[src/rtl/r_type_encoder_loader_pkg.sv]
// Shared R-type encoding constants, ALU control codes and the word encoder.
// Reused by the loader and by the decoder-side bench.
package r_type_encoder_loader_pkg;

    localparam logic [4:0] ALU_ADD  = 5'd0;
    localparam logic [4:0] ALU_SUB  = 5'd1;
    localparam logic [4:0] ALU_SLL  = 5'd2;
    localparam logic [4:0] ALU_SLT  = 5'd3;
    localparam logic [4:0] ALU_SLTU = 5'd4;
    localparam logic [4:0] ALU_XOR  = 5'd5;
    localparam logic [4:0] ALU_SRL  = 5'd6;
    localparam logic [4:0] ALU_SRA  = 5'd7;
    localparam logic [4:0] ALU_OR   = 5'd8;
    localparam logic [4:0] ALU_AND  = 5'd9;

    localparam logic [6:0] OPCODE_R = 7'b0110011;

    localparam logic [2:0] F3_ADD_SUB = 3'b000;
    localparam logic [2:0] F3_SLL     = 3'b001;
    localparam logic [2:0] F3_SLT     = 3'b010;
    localparam logic [2:0] F3_SLTU    = 3'b011;
    localparam logic [2:0] F3_XOR     = 3'b100;
    localparam logic [2:0] F3_SRL_SRA = 3'b101;
    localparam logic [2:0] F3_OR      = 3'b110;
    localparam logic [2:0] F3_AND     = 3'b111;

    localparam logic [6:0] F7_BASE = 7'b0000000;
    localparam logic [6:0] F7_ALT  = 7'b0100000;

    localparam logic [31:0] NOP_WORD = 32'h0000_0033;

    function automatic logic r_legal(input logic [4:0] alu);
        return alu <= ALU_AND;
    endfunction

    // Illegal codes become a NOP so later addresses stay put.
    function automatic logic [31:0] encode_r(
        input logic [4:0] alu,
        input logic [4:0] rs1,
        input logic [4:0] rs2,
        input logic [4:0] rd
    );
        logic [2:0] f3;
        logic [6:0] f7;
        logic       ok;
        f3 = F3_ADD_SUB;
        f7 = F7_BASE;
        ok = 1'b1;
        unique case (alu)
            ALU_ADD:  f3 = F3_ADD_SUB;
            ALU_SUB:  begin f3 = F3_ADD_SUB; f7 = F7_ALT; end
            ALU_SLL:  f3 = F3_SLL;
            ALU_SLT:  f3 = F3_SLT;
            ALU_SLTU: f3 = F3_SLTU;
            ALU_XOR:  f3 = F3_XOR;
            ALU_SRL:  f3 = F3_SRL_SRA;
            ALU_SRA:  begin f3 = F3_SRL_SRA; f7 = F7_ALT; end
            ALU_OR:   f3 = F3_OR;
            ALU_AND:  f3 = F3_AND;
            default:  ok = 1'b0;
        endcase
        return ok ? {f7, rs2, rs1, f3, rd, OPCODE_R} : NOP_WORD;
    endfunction

endpackage

[src/rtl/r_type_encoder_loader_r_type_word_fifo.sv]
// Two-entry 32-bit synchronous FIFO holding encoded words
// waiting for the instruction-memory write port.
module r_type_word_fifo (
    input  logic        clk,
    input  logic        rst_n,
    input  logic        push,
    input  logic [31:0] din,
    input  logic        pop,
    output logic [31:0] dout,
    output logic        full,
    output logic        empty,
    output logic [1:0]  count
);

    logic [31:0] mem [2];
    logic        wptr;
    logic        rptr;
    logic        do_push;
    logic        do_pop;

    assign full    = count == 2'd2;
    assign empty   = count == 2'd0;
    assign do_push = push && !full;
    assign do_pop  = pop && !empty;
    assign dout    = mem[rptr];

    always_ff @(posedge clk) begin
        if (!rst_n) begin
            mem[0] <= '0;
            mem[1] <= '0;
            wptr   <= 1'b0;
            rptr   <= 1'b0;
            count  <= 2'd0;
        end else begin
            if (do_push) begin
                mem[wptr] <= din;
                wptr      <= ~wptr;
            end
            if (do_pop) begin
                rptr <= ~rptr;
            end
            unique case ({do_push, do_pop})
                2'b10:   count <= count + 2'd1;
                2'b01:   count <= count - 2'd1;
                default: count <= count;
            endcase
        end
    end

endmodule

[src/rtl/r_type_encoder_loader.sv]
// Accepts R-type requests, encodes them and streams the words
// sequentially into instruction memory through a 2-entry buffer.
module r_type_encoder_loader
    import r_type_encoder_loader_pkg::*;
#(
    parameter int          DEPTH     = 256,
    parameter logic [31:0] BASE_ADDR = 32'h0000_0000
) (
    input  logic        clk,
    input  logic        rst_n,
    input  logic        start,
    input  logic [15:0] num_instr,
    input  logic        req_valid,
    output logic        req_ready,
    input  logic [4:0]  req_alu_control,
    input  logic [4:0]  req_rs1,
    input  logic [4:0]  req_rs2,
    input  logic [4:0]  req_rd,
    output logic        imem_we,
    input  logic        imem_ready,
    output logic [31:0] imem_addr,
    output logic [31:0] imem_wdata,
    output logic        busy,
    output logic        done,
    output logic        err_illegal,
    output logic [15:0] wr_count
);

    typedef enum logic [1:0] {
        S_IDLE,
        S_LOAD,
        S_DRAIN,
        S_DONE
    } state_t;

    localparam logic [31:0] LAST_ADDR = BASE_ADDR + 32'(4 * (DEPTH - 1));

    state_t      state;
    state_t      state_n;
    logic [15:0] target;
    logic [15:0] accepted;
    logic [31:0] addr;
    logic        push;
    logic        pop;
    logic        full;
    logic        empty;
    logic [1:0]  count;
    logic [31:0] head;
    logic [31:0] word;
    logic        go;

    assign go        = (state == S_IDLE) && start;
    assign req_ready = (state == S_LOAD) && !full && (accepted < target);
    assign push      = req_valid && req_ready;
    assign pop       = !empty && imem_ready;
    assign word      = encode_r(req_alu_control, req_rs1, req_rs2, req_rd);

    assign imem_we    = !empty;
    assign imem_wdata = head;
    assign imem_addr  = addr;
    assign busy       = (state == S_LOAD) || (state == S_DRAIN);
    assign done       = state == S_DONE;

    r_type_word_fifo u_fifo (
        .clk   (clk),
        .rst_n (rst_n),
        .push  (push),
        .din   (word),
        .pop   (pop),
        .dout  (head),
        .full  (full),
        .empty (empty),
        .count (count)
    );

    // Leave LOAD on the last accept and DRAIN on the last write,
    // so done follows the final write by one cycle.
    always_comb begin
        state_n = state;
        unique case (state)
            S_IDLE: begin
                if (start) begin
                    state_n = (num_instr == 16'd0) ? S_DONE : S_LOAD;
                end
            end
            S_LOAD: begin
                if (push && (accepted + 16'd1 == target)) begin
                    state_n = S_DRAIN;
                end
            end
            S_DRAIN: begin
                if (empty || (pop && count == 2'd1)) begin
                    state_n = S_DONE;
                end
            end
            S_DONE:  state_n = S_IDLE;
            default: state_n = S_IDLE;
        endcase
    end

    always_ff @(posedge clk) begin
        if (!rst_n) begin
            state       <= S_IDLE;
            target      <= '0;
            accepted    <= '0;
            addr        <= BASE_ADDR;
            wr_count    <= '0;
            err_illegal <= 1'b0;
        end else begin
            state <= state_n;
            if (go) begin
                target      <= num_instr;
                accepted    <= '0;
                addr        <= BASE_ADDR;
                wr_count    <= '0;
                err_illegal <= 1'b0;
            end else begin
                if (push) begin
                    accepted <= accepted + 16'd1;
                    if (!r_legal(req_alu_control)) begin
                        err_illegal <= 1'b1;
                    end
                end
                if (pop) begin
                    addr     <= (addr == LAST_ADDR) ? BASE_ADDR : addr + 32'd4;
                    wr_count <= wr_count + 16'd1;
                end
            end
        end
    end

endmodule

[config.mk]
export PLATFORM = sky130hd
export DESIGN_NAME = r_type_encoder_loader
export DESIGN_NICKNAME = d
export VERILOG_FILES = /design/src/rtl/r_type_encoder_loader_pkg.sv /design/src/rtl/r_type_encoder_loader_r_type_word_fifo.sv /design/src/rtl/r_type_encoder_loader.sv
export SDC_FILE = /design/constraint.sdc
export NUM_CORES = 1
export LEC_CHECK = 0
export BUFFER_PORTS_ARGS = -buffer_cell sky130_fd_sc_hd__buf_4
export CAP_MARGIN = 5
export CELL_PAD_IN_SITES_DETAIL_PLACEMENT = 1
export CELL_PAD_IN_SITES_GLOBAL_PLACEMENT = 1
export CORE_MARGIN = 8
export CORE_UTILIZATION = 38
export CTS_BUF_LIST = sky130_fd_sc_hd__clkbuf_16
export DETAILED_ROUTE_END_ITERATION = 8
export HOLD_SLACK_MARGIN = 0.02
export PLACE_DENSITY_LB_ADDON = 0.3
export SYNTH_ARGS = -nofsm -noshare
export SYNTH_HDL_FRONTEND = slang
export SYNTH_SLANG_ARGS = --single-unit
export TNS_END_PERCENT = 1
[constraint.sdc]
create_clock -name clk -period 4 [get_ports clk]
set_input_delay 0 -clock clk [delete_from_list [all_inputs] [get_ports clk]]
set_output_delay 0 -clock clk [all_outputs]
set_load 0.02 [all_outputs]
==> parameters.txt <==
Parameter                              Value

Clocking
  Total CTS buffers ... 17
  Clock input transition at the sequential cells of the worst setup and hold paths ... 0.06 ns
  CTS root buffer ... sky130_fd_sc_hd__clkbuf_16
  Maximum level of the CTS H-tree ... 4
  Post-CTS Setup Repair Bufs ... 0
  CTS tree ... done
  Buffer depth of the longest clock path ... 2
  Clock sink count ... 126
  Clock latency on the worst-skew pair ... 0.43 ns

Route
  Detailed Routing Iterations Pass 1 ... 4
  Number of routed nets with antenna violations ... 0
  Number of vias per cell after detailed routing ... 5.21
  Iteration-0 DRC count of the detailed router ... 258
  Detailed-route via count ... 5861
  WL per Instance ... 17.6 µm
  Final routed wirelength across all metal layers ... 19.8 mm
  DR DRC count ... 0

Finish
  Fill cell total of the finished layout ... 2013
  Antenna cell count ... 0
  Layout cells sized above 1 ... 0.206
  Layout Cells excl Fill ... 1125
  Most common cell after layout, fill and taps aside ... sky130_fd_sc_hd__buf_4
  Growth of design area from synthesis to finish ... 31.7%
  Net count of the finished layout ... 957
  Top library cells by usage in the layout, fill and taps aside ... sky130_fd_sc_hd__buf_4 (123), sky130_fd_sc_hd__nor2_1 (97), sky130_fd_sc_hd__nand2_1 (90)

Synthesis
  Total of flip-flops plus latches after synthesis ... 126
  Average cell area after synthesis ... 9.08 µm²
  Async set or reset register ratio after synthesis ... 0
  Synth Cell Area ... 6650 µm²
  Yosys warnings ... 0
  Netlist cell types ... 60
  Number of enable-type register cells in the synthesized netlist ... 38
  Leading register cell type out of synthesis ... sky130_fd_sc_hd__dfxtp_1
  Sequential element share of the synthesized area ... 0.437
  Count of mapped cells out of synthesis ... 732

Hold path
  Hold Crit Class ... in -> reg
  Hold path depth ... 4

Worst setup path
  Library cell contributing the largest single delay on the critical path ... sky130_fd_sc_hd__nand3b_1
  Crit path kind ... reg -> reg
  Largest stage delay on the critical path ... 0.63 ns
  Buf+Inv Stages, Crit Path ... 1
  Cell family contributing the most delay on the critical path ... simple AND/OR/NAND/NOR gates
  Critical path endpoint category ... flop
  Number of cells on the critical path ... 8
  Required time worst endpoint ... 4.25 ns
  Data arrival at the endpoint of the critical path ... 3.49 ns
  Critical path cell sequence ... inv_1 -> ha_1 -> a211oi_1 -> a2111oi_0 -> nor4b_1 -> o21a_1 -> nand3b_1 -> nor2_1
  Crit path max fanout ... 19
  Type of element launching the critical path ... flop
  Number of cells on the worst reg-to-reg path ... 8

Die
  Height of the die ... 148 µm
  Die outline area ... 22000 µm²
  Starting density of the core ... 0.387
  X dimension of the die ... 148 µm
  Core area ... 17200 µm²
  Number of placement rows ... 48
  Count of pins on the block boundary ... 126

STA
  Final count of pins violating max slew ... 0
  Slew at the pin with the worst max-slew slack ... 1.10 ns
  Setup violations, final ... 0
  Post-layout minimum cycle time ... 3.23 ns
  Final hold violations ... 0
  Period utilization ... 0.808
  Setup repair after global routing missed its margin ... no
  Aggregate negative setup slack ... 0 ns
  Worst max-slew margin expressed relative to the limit ... 0.267
  Fin Clk Skew ... 0.00805 ns
  Highest clock rate ... 309 MHz

Placement
  Final weighted congestion in routability-driven placement ... 0.831
  Buffers added on ports ... 114
  # placed instances ... 1045
  Placed wire-length estimate ... 13.8 mm

GRT
  Overall overflow remaining after global route ... 0
  Maximum number of pins on one net before global-route repair ... 34
  First-pass GRT wire length ... 32.2 mm
  GRT Resource Usage Total ... 0.183
  Antenna violations before repair ... 0
  Vias in the first global route ... 6426

Power and ir drop
  Worst voltage drop across the vdd grid ... 0.305 mV
  Leakage component of the power ... 3.44 nW
  Power per unit of standard cell area ... 461 nW/µm²

Outcome
  Result of the run ... finished, final reports clean

Flow run
  Max_cap viols ... 0
## state kept, by name, indices dropped and copies added, names as in the netlist, named ones only
| signal | cells |
|---|---|
| accepted | 16 |
| err_illegal | 1 |
| imem_addr | 30 |
| state | 2 |
| target | 16 |
| u_fifo.count | 2 |
| u_fifo.mem | 40 |
| u_fifo.rptr | 1 |
| u_fifo.wptr | 1 |
| wr_count | 16 |
## worst register-to-register path: stages, from the launching register on
cell                        delay, ns
sky130_fd_sc_hd__dfxtp_1         0.42
sky130_fd_sc_hd__inv_1           0.07
sky130_fd_sc_hd__ha_1            0.31
sky130_fd_sc_hd__a211oi_1        0.25
sky130_fd_sc_hd__a2111oi_0       0.14
sky130_fd_sc_hd__nor4b_1         0.51
sky130_fd_sc_hd__o21a_1          0.38
sky130_fd_sc_hd__nand3b_1        0.63
sky130_fd_sc_hd__nor2_1          0.34
## through the flow
step           utilization  cell area [µm²]  hold slack, ns  total power [mW]  setup WS (ns)
2_1_floorplan            -             6680           0.145              2.08          0.102
3_3_place_gp         0.446             7660           0.276              2.37           1.03
3_5_place_dp         0.446             7660           0.284              2.40          0.828
4_1_cts              0.510             8750          0.0287              4.06          0.799
5_1_grt              0.510             8750          0.0562              4.22          0.456
6_report             0.510             8750          0.0221              4.03          0.768
## synthesized netlist by cell type, types with 2 or more instances
library cell / count / area share
sky130_fd_sc_hd__nor2_1: 97 / 0.055
sky130_fd_sc_hd__mux2i_1: 4 / 0.0060
sky130_fd_sc_hd__o21a_1: 10 / 0.011
sky130_fd_sc_hd__or4_1: 6 / 0.0068
sky130_fd_sc_hd__o2bb2ai_1: 2 / 0.0026
sky130_fd_sc_hd__o21bai_1: 5 / 0.0056
sky130_fd_sc_hd__xor2_1: 34 / 0.045
sky130_fd_sc_hd__buf_1: 2 / 0.0011
sky130_fd_sc_hd__nand2_1: 90 / 0.051
sky130_fd_sc_hd__ha_1: 29 / 0.055
sky130_fd_sc_hd__and3_1: 11 / 0.010
sky130_fd_sc_hd__a21boi_0: 19 / 0.021
sky130_fd_sc_hd__clkbuf_1: 22 / 0.012
sky130_fd_sc_hd__a2111oi_0: 2 / 0.0026
sky130_fd_sc_hd__nor4b_1: 4 / 0.0053
sky130_fd_sc_hd__o31a_1: 2 / 0.0026
sky130_fd_sc_hd__a21oi_1: 21 / 0.016
sky130_fd_sc_hd__mux2_2: 20 / 0.034
sky130_fd_sc_hd__and4_1: 3 / 0.0040
sky130_fd_sc_hd__o21ai_0: 20 / 0.015
sky130_fd_sc_hd__dfxtp_1: 88 / 0.27
sky130_fd_sc_hd__nand3_1: 19 / 0.014
sky130_fd_sc_hd__nor3b_1: 6 / 0.0068
sky130_fd_sc_hd__inv_1: 28 / 0.016
sky130_fd_sc_hd__and2_1: 8 / 0.0075
sky130_fd_sc_hd__edfxtp_1: 38 / 0.17
sky130_fd_sc_hd__xnor2_1: 25 / 0.033
sky130_fd_sc_hd__buf_4: 15 / 0.017
sky130_fd_sc_hd__nor2b_1: 8 / 0.0075
sky130_fd_sc_hd__nand4_1: 20 / 0.019
sky130_fd_sc_hd__nand3b_1: 2 / 0.0023
sky130_fd_sc_hd__nor4_1: 13 / 0.012
sky130_fd_sc_hd__o211ai_1: 3 / 0.0034
sky130_fd_sc_hd__o31ai_1: 5 / 0.0056
sky130_fd_sc_hd__buf_2: 5 / 0.0038
sky130_fd_sc_hd__or2_2: 2 / 0.0019
sky130_fd_sc_hd__nor3_1: 9 / 0.0068
sky130_fd_sc_hd__or3_1: 11 / 0.010
sky130_fd_sc_hd__a211oi_1: 2 / 0.0023
sky130_fd_sc_hd__a21o_1: 2 / 0.0023
## where the power goes
group,switching [mW],internal [mW]
clock network,0.618,0.987
registers,0.0936,1.41
logic,0.517,0.405
## worst paths after layout
| kind | start | to | slack (ns) |
|---|---|---|---|
| setup reg to reg | target[3]$_SDFFE_PN0P_ | u_fifo.mem[0][16]$_DFFE_PP_ | 0.77 |
| hold reg to reg | u_fifo.mem[1][4]$_SDFFE_PP1N_ | u_fifo.mem[1][4]$_SDFFE_PP1N_ | 0.45 |
| setup / recovery | target[3]$_SDFFE_PN0P_ | u_fifo.mem[0][16]$_DFFE_PP_ | 0.77 |
| hold / removal | req_alu_control[3] | err_illegal$_SDFFE_PP0P_ | 0.02 |
## logic make-up (layout without fill, tap and decap cells)
kind of cell	Yosys count	in the layout	synth area share
simple gates	319	319	0.237
flops	126	126	0.437
compound gates	101	101	0.102
buf+inv	73	231	0.0508
xor+xnor	59	59	0.0778
fa+ha+maj	29	29	0.0546
mux	24	24	0.0399
other cells	1	11	0.000564
## area by class of cell
class                           instances  area [µm²]  share of cell area
Inverter                               28         105              0.0120
Multi-Input combinational cell        543        3450               0.394
Clock buffer                           17         425              0.0486
Sequential cell                       126        2900               0.332
Tap cell                              225         282              0.0322
Timing Repair Buffer                  171        1400               0.160
Clock inverter                         15         185              0.0212
## timing repair
| item | in CTS | in global routing |
|---|---|---|
| resized for setup | 0 | 0 |
| hold endpoints to repair | 55 | 0 |
| hold buffers | 48 | 0 |
## per-layer routing
metal,part of all wire,vias to the layer above,track usage,wire (µm)
li1,-,2841,-,-
met1,0.41,2856,0.198,8020
met2,0.53,122,0.336,10500
met3,0.040,42,0.0459,798
met4,0.025,0,0.0678,499
met5,0,-,0,0
No activity file was read; power rests on OpenSTA's default activity.
